**config.mk**
```make
export PLATFORM = sky130hd
export DESIGN_NAME = pg_prefix_pipe
export DESIGN_NICKNAME = d
export VERILOG_FILES = /design/src/rtl/pg_prefix_pipe.sv
export SDC_FILE = /design/constraint.sdc
export NUM_CORES = 1
export LEC_CHECK = 0
export ABC_AREA = 0
export CAP_MARGIN = 20
export CORE_MARGIN = 2
export CORE_UTILIZATION = 53
export CTS_CLUSTER_SIZE = 8
export DETAILED_ROUTE_END_ITERATION = 10
export HOLD_SLACK_MARGIN = 0.15
export PLACE_DENSITY_LB_ADDON = 0.2
export SYNTH_ARGS = -nofsm -noshare
export SYNTH_HDL_FRONTEND = slang
export SYNTH_SLANG_ARGS = --single-unit
```
**constraint.sdc**
```tcl
create_clock -name clk -period 2.06 [get_ports clk]
set_clock_uncertainty 0.05 [all_clocks]
set_input_delay 0.412 -clock clk [delete_from_list [all_inputs] [get_ports clk]]
set_output_delay 0.412 -clock clk [all_outputs]
set_load 0.05 [all_outputs]
```
**src/rtl/pg_prefix_pipe.sv**
```systemverilog
// Two-stage valid/ready pipeline: stage 1 forms per-bit generate/propagate,
// stage 2 resolves carries with a Kogge-Stone prefix network and registers the sum.
module pg_prefix_pipe #(
  parameter int WIDTH         = 16,
  parameter bit PG_RESET_ZERO = 1'b1
) (
  input  logic             clk,
  input  logic             rst_n,
  input  logic             in_valid,
  output logic             in_ready,
  input  logic [WIDTH-1:0] a,
  input  logic [WIDTH-1:0] b,
  input  logic             cin,
  input  logic             mode,
  output logic             out_valid,
  input  logic             out_ready,
  output logic [WIDTH-1:0] g,
  output logic [WIDTH-1:0] p,
  output logic [WIDTH-1:0] sum,
  output logic             cout,
  output logic             gg,
  output logic             gp
);

  localparam int LEVELS = (WIDTH > 1) ? $clog2(WIDTH) : 1;

  logic             v1;
  logic [WIDTH-1:0] g1, p1, x1;
  logic             c1;
  logic             adv1, adv2;

  logic [WIDTH-1:0] gk [LEVELS+1];
  logic [WIDTH-1:0] pk [LEVELS+1];
  logic [WIDTH:0]   c;

  assign adv2     = !out_valid || out_ready;
  assign adv1     = !v1 || adv2;
  // Gated by rst_n so upstream sees no acceptance while reset is held.
  assign in_ready = rst_n && adv1;

  // NOTE: state uses non-blocking assignments; datapath registers only clear
  // when PG_RESET_ZERO is set, the valid flags always clear.
  always_ff @(posedge clk or negedge rst_n) begin
    if (!rst_n) begin
      v1 <= 1'b0;
      if (PG_RESET_ZERO) begin
        g1 <= '0;
        p1 <= '0;
        x1 <= '0;
        c1 <= 1'b0;
      end
    end else if (adv1) begin
      v1 <= in_valid;
      if (in_valid) begin
        g1 <= a & b;
        p1 <= mode ? (a ^ b) : (a | b);
        x1 <= a ^ b;
        c1 <= cin;
      end
    end
  end

  // Group (G,P) over [i:0] after LEVELS doubling steps; carries then fold in cin.
  // NOTE: every variable here gets a full default before any conditional write.
  always_comb begin
    gk[0] = g1;
    pk[0] = p1;
    for (int l = 0; l < LEVELS; l++) begin
      gk[l+1] = gk[l];
      pk[l+1] = pk[l];
      for (int i = (1 << l); i < WIDTH; i++) begin
        gk[l+1][i] = gk[l][i] | (pk[l][i] & gk[l][i-(1<<l)]);
        pk[l+1][i] = pk[l][i] & pk[l][i-(1<<l)];
      end
    end
    c[0] = c1;
    for (int i = 0; i < WIDTH; i++) begin
      c[i+1] = gk[LEVELS][i] | (pk[LEVELS][i] & c1);
    end
  end

  always_ff @(posedge clk or negedge rst_n) begin
    if (!rst_n) begin
      out_valid <= 1'b0;
      if (PG_RESET_ZERO) begin
        g    <= '0;
        p    <= '0;
        sum  <= '0;
        cout <= 1'b0;
        gg   <= 1'b0;
        gp   <= 1'b0;
      end
    end else if (adv2) begin
      out_valid <= v1;
      if (v1) begin
        g    <= g1;
        p    <= p1;
        sum  <= x1 ^ c[WIDTH-1:0];
        cout <= c[WIDTH];
        gg   <= gk[LEVELS][WIDTH-1];
        gp   <= &p1;
      end
    end
  end

endmodule

```
==> summary.log <==
INFO  status         run_status=completed
INFO  sta            maxSlewHeadroom=62.8%
INFO  floorplan      design.core.area=9680squm
INFO  setup_path     crit_arrival=1.57ns
INFO  clock_tree     clock_tree_from_tritoncts=yes
INFO  synthesis      synth_nets=612
INFO  floorplan      die_h=103um
INFO  setup_path     critical-path-top-delay-family=buffers and inverters
INFO  global_route   grt_first_pass_wirelength=20.2mm
INFO  finish         design.final.nets=708
INFO  sta            finalHoldViolations=0
INFO  worst_hold_path hp-start=g[12]
INFO  placement      buffer_ports.inserted=90
INFO  clock_tree     clk-insertion-delay-late=0.38ns
INFO  route          drt-wirelength-per-cell=16.2um
INFO  sta            period_needed=2.03ns
INFO  clock_tree     root_buffer=sky130_fd_sc_hd__clkbuf_8
INFO  synthesis      flip_flop_and_latch_count_after_synthesis=102
INFO  setup_path     timing.critical_path.slowest_stage_cell=sky130_fd_sc_hd__clkdlybuf4s50_1
INFO  setup_path     worstPathRequired=1.60ns
INFO  global_route   first_global_vias=4236
INFO  placement      place_area=6360squm
INFO  sta            grt_setup_unrepaired=false
INFO  pwr            power_density=998nW/um^2
INFO  setup_path     critical_path.startpoint=sum[7]
INFO  synthesis      synth_cells=542
INFO  synthesis      ys_dominant_reg_cell=sky130_fd_sc_hd__dfrtp_1
INFO  synthesis      ys_types=55
INFO  sta            fmax=492MHz
INFO  pwr            static_leak=3.46nW
INFO  pwr            peakVddDrop=0.678mV
INFO  finish         share_of_layout_cells_above_drive_strength_1=13.7%
INFO  finish         layout.core_utilization=68.5%
INFO  setup_path     worst_path_cell_chain=clkdlybuf4s50_1
INFO  placement      pre_cts_setup_slack=-0.0184ns
INFO  finish         post-route-cell-area=6630squm
INFO  clock_tree     clkSinkCount=102
INFO  floorplan      boundaryPins=91
INFO  setup_path     critical_path_class=flop to primary output
INFO  synthesis      synth-edff-count=0
INFO  sta            setup_ws=0.0262ns
INFO  setup_path     timing.critical_path.fanout_max=2
INFO  floorplan      placement_rows=36
INFO  sta            final_max_slew_viol_count=0
INFO  clock_tree     cts_max_path_buffers=2
INFO  route          routed-via-count=4239
INFO  global_route   grt.total_usage=24.6%
INFO  finish         final.fill_count=760
INFO  route          drt.antenna.violating_nets=0
INFO  setup_path     crit_path_start_kind=flop
INFO  setup_path     crit_path_max_incr_delay=0.81ns
INFO  global_route   grt_antenna_before_repair=0
INFO  clock_tree     cts.reportedPaths.clkPinSlew=0.11ns
INFO  floorplan      die_w=103um
INFO  finish         area_growth_syn_to_layout=26.9%
INFO  route          via_per_inst=5.46
INFO  sta            worst_pin_slew=0.553ns
INFO  route          detail_route.drc_violations=0
INFO  floorplan      floorplan.die_area=10700squm
INFO  setup_path     critPathCaptureType=primary output
INFO  synthesis      synth.yosys.warnings=0
INFO  clock_tree     htree_num_levels=3
INFO  global_route   grt_overflow=0
INFO  synthesis      post_synth.cell_area_avg=9.64squm
INFO  setup_path     critical_path.n_buffers_inverters=1
INFO  finish         mostFrequentLayoutCell=sky130_fd_sc_hd__nand2_1
INFO  route          drt-pass1-iter-count=5
INFO  finish         most-common-layout-cells=128 x sky130_fd_sc_hd__nand2_1, 102 x sky130_fd_sc_hd__dfrtp_1, 54 x sky130_fd_sc_hd__clkdlybuf4s50_1
INFO  finish         insertedDiodeCount=0
INFO  synthesis      seq_area_frac_synth=48.9%
INFO  global_route   maximum_number_of_pins_on_one_net_before_global_route_repair=103
INFO  synthesis      async_flop_share=100%
INFO  route          initial_detailed_routing_violation_count=179
INFO  synthesis      netlist_area=5220squm
INFO  placement      dp.final_hpwl=8.91mm
INFO  sta            layout_worst_path_cycle_share=98.7%
INFO  route          routed_wirelength=12.5mm
INFO  sta            fin_setup_tns=0ns
INFO  floorplan      start_util=53.9%
INFO  sta            setup_viol=0
INFO  worst_hold_path worst_hold_path_type=flop to flop
INFO  pwr            report.power.total=6.62mW
INFO  clock_tree     tritoncts.num_buffers=9
INFO  job            drv_cap=0
INFO  setup_path     reg_to_reg_start=p1[0]
INFO  placement      globalplace.congestion=0.879
path summary, 6_finish.rpt:
kind	end	slack (ns)	depth (start not counted)
setup / recovery	sum[7]	0.03	1
hold / removal	g[12]	0.43	2
setup reg to reg	sum[11]	0.15	5
hold reg to reg	g[12]	0.43	2
max in group asynchronous	p1[15]	0.94	3
min in group asynchronous	g[11]	0.57	3
layout make-up:
cell class | instances | area, sq um | area share [%]
Inverter | 38 | 143 | 2.15
Timing Repair Buffer | 109 | 1150 | 17.4
Clock inverter | 7 | 76.3 | 1.15
Sequential cell | 102 | 2550 | 38.5
Clock buffer | 9 | 124 | 1.87
Multi-Input combinational cell | 378 | 2410 | 36.4
Tap cell | 133 | 166 | 2.51
through the flow:
stage	std cells	hold WS, ns
floorplan	542	0.0664
global placement	759	0.408
detailed placement	759	0.413
CTS	776	0.438
global route	776	0.458
finish	776	0.432
layer usage:
layer	track usage, %	up-vias	wire, um
met5	0	-	0
met2	42.9	125	6440
met4	7.69	0	228
li1	-	2011	-
met1	31.0	2083	5250
met3	5.24	20	626
sequential cells by signal (all words and copies together), names as in the netlist:
| register | count |
|---|---|
| p | 16 |
| gp | 1 |
| c1 | 1 |
| out_valid | 1 |
| v1 | 1 |
| g | 16 |
| g1 | 16 |
| cout | 1 |
| sum | 16 |
| gg | 1 |
| x1 | 16 |
| p1 | 16 |
timing repair:
| item | CTS | global route |
|---|---|---|
| hold buffers | 1 | 0 |
| gates resized for setup | 5 | 26 |
| pin swaps | 0 | 0 |
| hold endpoints to repair | 102 | 0 |
| buffers inserted | 0 | 0 |
| endpoints found under the setup margin | 5 | 26 |
Yosys cell counts, drive strengths merged, types with 3 or more instances:
cell type	instances	area, sq um
a211o	3	26.3
a211oi	4	47.5
a21o	6	45.0
a21oi	36	195
and2	4	25.0
and3	4	25.0
buf	10	66.3
clkbuf	14	52.6
dfrtp	102	2550
ha	32	400
inv	38	143
mux2	34	383
nand2	130	488
nand2b	3	18.8
nand3	4	25.0
nand4	3	18.8
nor2	25	93.8
nor3	4	20.0
o2111ai	3	26.3
o21a	4	30.0
o21ai	37	189
o31ai	3	22.5
xnor2	5	43.8
xor2	4	35.0
power breakdown:
group          switching (mW)  leakage, nW  internal, mW
Clock                   0.772        0.101         0.479
Combinational            1.64         2.10         0.940
Sequential              0.377         1.26          2.40
cells by family after synthesis:
group | synth area share (%)
AO/OA/AOI/OAI | 13.7
AND/OR/NAND/NOR | 15.7
multiplexers | 7.52
XOR/XNOR | 1.51
buffers and inverters | 5.01
flip-flops | 48.9
adder cells (fa/ha/maj) | 7.66
(Power assumes the default switching activity.)
